**config.mk**
```make
export PLATFORM = sky130hd
export DESIGN_NAME = sdram_cmd_arbiter
export DESIGN_NICKNAME = d
export VERILOG_FILES = /design/src/rtl/sdram_cmd_arbiter.sv
export SDC_FILE = /design/constraint.sdc
export NUM_CORES = 1
export LEC_CHECK = 0
export ABC_AREA = 1
export BUFFER_PORTS_ARGS = -buffer_cell sky130_fd_sc_hd__buf_4
export CORE_ASPECT_RATIO = 1.2
export CORE_MARGIN = 2
export CORE_UTILIZATION = 55
export CTS_BUF_LIST = sky130_fd_sc_hd__clkbuf_8
export CTS_CLUSTER_DIAMETER = 80
export CTS_CLUSTER_SIZE = 28
export DETAILED_ROUTE_END_ITERATION = 6
export MAX_ROUTING_LAYER = met4
export PLACE_DENSITY = 0.82
export SLEW_MARGIN = 20
export SYNTH_ARGS = -nofsm -noshare
export SYNTH_HDL_FRONTEND = slang
export SYNTH_SLANG_ARGS = --single-unit
```
**constraint.sdc**
```tcl
create_clock -name clk -period 1.65 [get_ports clk]
set_clock_uncertainty 0.15 [all_clocks]
set_input_delay 0.0825 -clock clk [delete_from_list [all_inputs] [get_ports clk]]
set_output_delay 0.0825 -clock clk [all_outputs]
set_load 0.005 [all_outputs]
```
**src/rtl/sdram_cmd_arbiter.sv**
```systemverilog
// Sequences the SDRAM command generators (init, refresh, read, write),
// arbitrating host requests against a periodic refresh timer.
module sdram_cmd_arbiter #(
    parameter int unsigned REF_PERIOD = 780
) (
    input  logic       clk,
    input  logic       n_rst,
    input  logic       rd_req,
    input  logic       wr_req,
    output logic       rd_ack,
    output logic       wr_ack,
    output logic       ready,
    output logic       ref_late,
    output logic       start_init,
    output logic       start_ref,
    output logic       start_rd,
    output logic       start_wr,
    input  logic       done_init,
    input  logic       done_ref,
    input  logic       done_rd,
    input  logic       done_wr,
    input  logic [3:0] cmd_init,
    input  logic [3:0] cmd_ref,
    input  logic [3:0] cmd_rd,
    input  logic [3:0] cmd_wr,
    input  logic       chip_rd,
    input  logic       chip_wr,
    output logic [3:0] command,
    output logic       rd_data_en,
    output logic       wr_data_en
);

    typedef enum logic [1:0] {
        S_BOOT,
        S_IDLE,
        S_SERVE,
        S_RELEASE
    } state_t;

    typedef enum logic [1:0] {
        G_INIT,
        G_REF,
        G_RD,
        G_WR
    } grant_t;

    localparam logic [15:0] RELOAD = 16'(REF_PERIOD - 1);

    state_t      state_q, state_d;
    grant_t      grant_q, grant_d;
    logic        last_wr_q, last_wr_d;
    logic        ready_q, ready_d;
    logic        rd_ack_q, rd_ack_d;
    logic        wr_ack_q, wr_ack_d;
    logic        pend_q, pend_d;
    logic        late_q, late_d;
    logic [15:0] cnt_q, cnt_d;

    logic done_g;
    logic ref_clr;
    logic expire;
    logic active;

    always_comb begin
        done_g = 1'b0;
        case (grant_q)
            G_INIT:  done_g = done_init;
            G_REF:   done_g = done_ref;
            G_RD:    done_g = done_rd;
            G_WR:    done_g = done_wr;
            default: done_g = 1'b0;
        endcase
    end

    always_comb begin
        state_d   = state_q;
        grant_d   = grant_q;
        last_wr_d = last_wr_q;
        ready_d   = ready_q;
        rd_ack_d  = 1'b0;
        wr_ack_d  = 1'b0;
        ref_clr   = 1'b0;
        case (state_q)
            S_BOOT: begin
                state_d = S_SERVE;
                grant_d = G_INIT;
            end
            S_IDLE: begin
                // Refresh outranks host; on a tie alternate against last_rw.
                if (pend_q) begin
                    state_d = S_SERVE;
                    grant_d = G_REF;
                end else if (rd_req && (!wr_req || last_wr_q)) begin
                    state_d   = S_SERVE;
                    grant_d   = G_RD;
                    last_wr_d = 1'b0;
                end else if (wr_req) begin
                    state_d   = S_SERVE;
                    grant_d   = G_WR;
                    last_wr_d = 1'b1;
                end
            end
            S_SERVE: begin
                if (done_g) begin
                    state_d  = S_RELEASE;
                    ready_d  = ready_q | (grant_q == G_INIT);
                    ref_clr  = (grant_q == G_REF);
                    rd_ack_d = (grant_q == G_RD);
                    wr_ack_d = (grant_q == G_WR);
                end
            end
            S_RELEASE: begin
                if (!done_g) begin
                    state_d = S_IDLE;
                end
            end
            default: state_d = S_BOOT;
        endcase
    end

    assign expire = ready_q && (cnt_q == 16'd0);

    always_comb begin
        cnt_d = cnt_q;
        if (!ready_q) begin
            if (ready_d) begin
                cnt_d = RELOAD;
            end
        end else if (expire) begin
            cnt_d = RELOAD;
        end else begin
            cnt_d = cnt_q - 16'd1;
        end
    end

    // An expiry wins over a same-cycle clear so no refresh is lost.
    assign pend_d = expire | (pend_q & ~ref_clr);
    assign late_d = late_q | (expire & pend_q);

    always_ff @(posedge clk or negedge n_rst) begin
        if (!n_rst) begin
            state_q   <= S_BOOT;
            grant_q   <= G_INIT;
            last_wr_q <= 1'b1;
            ready_q   <= 1'b0;
            rd_ack_q  <= 1'b0;
            wr_ack_q  <= 1'b0;
            pend_q    <= 1'b0;
            late_q    <= 1'b0;
            cnt_q     <= 16'd0;
        end else begin
            state_q   <= state_d;
            grant_q   <= grant_d;
            last_wr_q <= last_wr_d;
            ready_q   <= ready_d;
            rd_ack_q  <= rd_ack_d;
            wr_ack_q  <= wr_ack_d;
            pend_q    <= pend_d;
            late_q    <= late_d;
            cnt_q     <= cnt_d;
        end
    end

    assign active = (state_q == S_SERVE) || (state_q == S_RELEASE);

    assign start_init = (state_q == S_SERVE) && (grant_q == G_INIT);
    assign start_ref  = (state_q == S_SERVE) && (grant_q == G_REF);
    assign start_rd   = (state_q == S_SERVE) && (grant_q == G_RD);
    assign start_wr   = (state_q == S_SERVE) && (grant_q == G_WR);

    always_comb begin
        command = 4'd0;
        if (active) begin
            case (grant_q)
                G_INIT:  command = cmd_init;
                G_REF:   command = cmd_ref;
                G_RD:    command = cmd_rd;
                G_WR:    command = cmd_wr;
                default: command = 4'd0;
            endcase
        end
    end

    assign rd_data_en = active && (grant_q == G_RD) && chip_rd;
    assign wr_data_en = active && (grant_q == G_WR) && chip_wr;

    assign rd_ack   = rd_ack_q;
    assign wr_ack   = wr_ack_q;
    assign ready    = ready_q;
    assign ref_late = late_q;

endmodule

```
Word level (Yosys, flattened, before mapping)

Index checks and enable logic that the tools add are counted.

Memory bits (writable): 0
Bits in latches: 0
Memories kept: 0
Flip-flop bits (word level): 26
Output and inout bits: 14
Memory bits (read-only): 0

Multiplexer cells: 26
Equal/unequal tests: 9
Multipliers: 0
Div/mod/pow operators: 0
Shift-type cells: 0
Bitwise operators: 7
Reductions and logical operators: 22
Add/subtract/negate cells: 1
$lt $le $gt $ge: 0

Operators by type and width:

| cell                    | number |
|---|---|
| $mux W16                | 3 |
| $logic_not A16 Y1       | 1 |
| $mux W2                 | 8 |
| $pmux W4 S4             | 1 |
| $sub A16 B1 Y16 const B | 1 |
| $logic_and A1 B1 Y1     | 10 |
| $mux W1                 | 10 |
| $eq A2 B2 Y1 const B    | 4 |
| $pmux W2 S4             | 1 |
| $reduce_and A3 Y1       | 2 |
| $reduce_bool A2 Y1      | 3 |
| $eq A2 B1 Y1 const B    | 2 |
| $logic_not A2 Y1        | 2 |
| $mux W4                 | 1 |
| $ne A2 B2 Y1 const B    | 2 |
| $ne A4 B4 Y1 const B    | 1 |
| $pmux W1 S4             | 1 |
| $pmux W2 S2             | 1 |
| $or A1 B1 Y1            | 3 |
| $and A1 B1 Y1           | 2 |
| $logic_or A1 B1 Y1      | 2 |
| $not A1 Y1              | 2 |
| $reduce_and A2 Y1       | 1 |
| $logic_not A1 Y1        | 1 |

Longest topological paths before layout

Depth in word-level cells: 7
Depth in mapped cells: 10

Worst setup path before layout

OpenSTA, ideal clock, no wires.

Path type: reg-to-reg
From: register cnt_q[0]
To: register cnt_q[8]
Setup time: 0.122 ns
Stages on the path, launching flop included: 8
Slack: 0.212 ns
Arrival time: 1.166 ns
Data required time: 1.378 ns
Path buffers: 0
Period minus slack after synthesis: 1.438 ns
Path through: dfrtp_1 -> inv_1 -> ha_1 -> nand2_2 -> nor2_4 -> nand2_1 -> xor2_1 -> nand2_1

Longest elaborated chain between the ends: 4

Ends and longest elaborated chain:

| item                                                    | line | RTL |
|---|---|---|
| from (decl)                                             | 57   | `logic [15:0] cnt_q, cnt_d;` |
| from (signal assigned)                                  | 160  | `cnt_q <= cnt_d;` |
| branches (longest 2 deep; another with $sub A16 B1 Y16) | n/a  |  |
| $mux W16 (*)                                            | 129  | `end else if (expire) begin` |
| $mux W16 (*)                                            | 125  | `if (!ready_q) begin` |

Mark *: on every way between the ends.
A chain may end at the register's enable or synchronous reset.

Worst setup path after layout

From: register grant_q[1]
To: output command[0]

Longest elaborated chain between the ends: 3

Ends and longest elaborated chain:

| item                                 | line | RTL |
|---|---|---|
| from (decl)                          | 50   | `grant_t grant_q, grant_d;` |
| from (signal assigned)               | 153  | `grant_q <= grant_d;` |
| $eq A2 B2 Y1 (tied with other cells) | 174  | `case (grant_q)` |
| $pmux W4 S4 (*)                      | 174  |  |
| $mux W4 (*)                          | 173  | `if (active) begin` |
| to (decl)                            | 28   | `output logic [3:0] command,` |

Every way passes the cells marked *; elsewhere a longest branch is shown, timed or not.

==> results list <==
- The run finished with clean final reports.
* Chip height: 64.2 um
* Required time at the endpoint of the critical path: 1420 ps
- The initial antenna violation count is 0.
- Peak clock frequency supported by timing: 616 MHz
- Die width: 54.2 um
- Master of the slowest instance on the critical path: dfrtp_2
* Endpoints failing hold: 0
- Dividing the synthesized area by the synthesized cell count gives 7.16 um2.
- Synthesis inferred 26 register bits.
- In this run the worst path has a maximum fanout of 7.
- Setup violations remaining at the end of the flow were counted as 0.
- After synthesis, the netlist uses 30 different library cells.
- Insertion delay of the later-clocked pin in the worst-skew pair: 280 ps
- Share of final-layout standard cells stronger than drive strength 1: 29.1%
- In the final design database the tool counted 310 nets.
- TritonCTS clock tree: done
- The max-slew violation count is 0.
- The first detailed-routing pass took 4 iterations.
- Syn. warnings: 0
- Clock sink count: 26
* Cell types occupying the most area after synthesis: dfrtp_1 38%, nand2_1 14%, nor2_1 6.1%
- Counting flops with a built-in enable in the synthesized netlist gives 0.
- In this run, the number of DRC markers left after iteration 0 of detailed routing was 38.
* Final weighted congestion of routability-driven global placement: 0.851
- Final worst setup slack: 25.7 ps
- CTS placed an instance of clkbuf_8 at the clock tree root.
- Largest net degree at the start of global routing: 27
- The largest total area in the synthesized netlist belongs to dfrtp_1.
- Summing over every cut layer, the via total after detailed routing is 1710.
* Std-Cell Core Area: 2840 um2
- Counting the buffers created by CTS gives 3.
- Leakage Power: 1.05 nW
- Number of antenna repair diodes: 0
- From synthesis to final layout, the design area changed by 28.6%.
* Post-Syn Nets: 259
- After legalization and detailed placement, the total HPWL measured 3.14 mm.
* Endpoint class of the critical path: primary output
- Overall routing resource usage: 27.7%
- The worst setup path is launched from a register.
- Worst Tran Pin Value: 345 ps
* # rows: 21
- Using the TritonRoute via totals, the vias-per-cell ratio works out to 5.41.
- Summed instance area of the synthesized netlist: 1660 um2
- In this design, the stage delay of the slowest critical-path cell is 470 ps.
- Sequential share of the synthesized area: 39.3%
* Yosys top cell area share: 37.7%
- Cells along the critical path: nor2_2 -> inv_2 -> o21ai_0 -> a31oi_1 -> buf_4
- By count the netlist is led by 63 x nand2_1, 27 x nor2_1, 25 x dfrtp_1.
- The number of global-route vias before repair came to 1661.
* Filler Cells Inserted: 215
- Summed over all failing endpoints, the final setup total negative slack is 0 ps.
* Setup CP Type: reg2out
- Data arrival at the endpoint of the critical path: 1390 ps
* Number of routed nets with antenna violations: 0
- Input/output buffers: 39
- Wire length after detailed routing: 4.26 mm
* Area occupied by multi-input gates: 895 um2
- Post-CTS clock slew at the launch and capture registers of the worst setup and hold paths: 90 ps
- Wirelength per Cell: 13.5 um
- In the final layout, flip-flops and latches occupy 656 um2.
* Maximum resistive drop on vdd: 0.641 mV
* Worst relative slew slack: 77.0%
- Max-cap violations in this run came to 0.
- In this run the number of H-tree levels came out at 1.
* Ports placed on the boundary: 40
* Period utilization: 98.4%
* Die outline area: 3480 um2
* Overflow after GRT: 0
- The most used flip-flop cell after synthesis is dfrtp_1.
* Residual DRC count: 0
- Of all flip-flops after synthesis, the portion carrying an async set or reset was 100%.
- Maximum buffer depth of the clock tree: 2
- Post-layout minimum cycle time: 1620 ps
- Dividing total power by cell area gives a power density of 962 nW/um2.
- Post-layout total power: 2.06 mW
- Unrepaired setup endpoints after global routing: yes
* Post-placement worst setup slack: 55.1 ps
- Path class of the lowest-slack min-delay path: in2reg
* Most instantiated library cell after synthesis: nand2_1
- Once the floorplan was initialized, standard cells occupied 58.5% of the core.
* Global-route wire length before repair: 6.88 mm
- Synthesized instance count: 232
[where the power goes]
group	switching, mW	internal (mW)
Combinational	0.454	0.370
Clock	0.205	0.214
Sequential	0.0861	0.726
Total	0.745	1.31
[layout by cell type, fill, tap and decap left out, types with 6 or more instances in the layout]
cell | Yosys | final
inv_2 | 5 | 9
nand2_2 | 6 | 6
dfrtp_1 | 25 | 22
nand3_1 | 13 | 13
nand2_1 | 63 | 63
inv_1 | 23 | 20
nor2_2 | 6 | 8
buf_4 | 1 | 42
o21ai_0 | 17 | 17
nor2_1 | 27 | 25
dlygate4sd3_1 | 0 | 6
[worst max-delay path: cells and delay by family, from the launching register on]
kind	cells	cell delay, ps
compound gates	2	240
buf+inv	2	240
flops	1	470
simple gates	1	170
[area by class of cell]
class                           instances  area share (%)
Clock buffer                            4            2.58
Multi-Input combinational cell        174            41.9
Inverter                               30            5.27
Timing Repair Buffer                   48            17.6
Sequential cell                        26            30.7
Tap cell                               34            1.99
[logic make-up after synthesis]
logic type,synth area share [%]
AND/OR/NAND/NOR,37.8
AO/OA/AOI/OAI,11.2
buffers and inverters,7.91
flip-flops,39.3
XOR/XNOR,3.17
adder cells (fa/ha/maj),0.753
[registers in the layout, indices dropped and copies added (netlist names)]
name / count
cnt_q: 16
grant_q: 2
state_q: 2
last_wr_q: 1
pend_q: 1
rd_ack: 1
ready: 1
ref_late: 1
wr_ack: 1
[routing by layer]
metal  up-vias  GRT usage [%]  wire (um)
met4         0           14.4        135
met5         -              -          0
li1        844              -          -
met1       791           27.7       1580
met2        60           48.9       2260
met3        15           4.44        285
[path summary, 6_finish.rpt]
check	from	endpoint	slack, ps	cells after the start
max	grant_q[1]$_DFFE_PN0P_	command[0]	30	5
min	done_init	state_q[1]$_DFFE_PN0P_	30	3
max reg2reg	cnt_q[1]$_DFFE_PN0P_	cnt_q[8]$_DFFE_PN0P_	150	7
min reg2reg	ref_late$_DFF_PN0_	ref_late$_DFF_PN0_	330	1
max in group asynchronous	n_rst	last_wr_q$_DFFE_PN1P_	960	2
min in group asynchronous	n_rst	wr_ack$_DFF_PN0_	90	2
[per-stage QoR]
stage	instances	cell area, um2	hold slack, ps	util, %
3_5_place_dp	304	1980	-141	69.9
5_1_grt	316	2140	39.5	75.3
3_3_place_gp	304	1980	-143	69.9
2_1_floorplan	232	1660	-363	-
6_report	316	2140	29.3	75.3
4_1_cts	314	2100	24.3	74.1
[what timing repair did]
item,in CTS,in global routing
gates resized for setup,3,8
buffers inserted,0,2
hold buffers,6,0
setup endpoints to repair,6,17
endpoints found under the hold margin,31,0
Note: power is estimated with default switching activity, not from simulation.
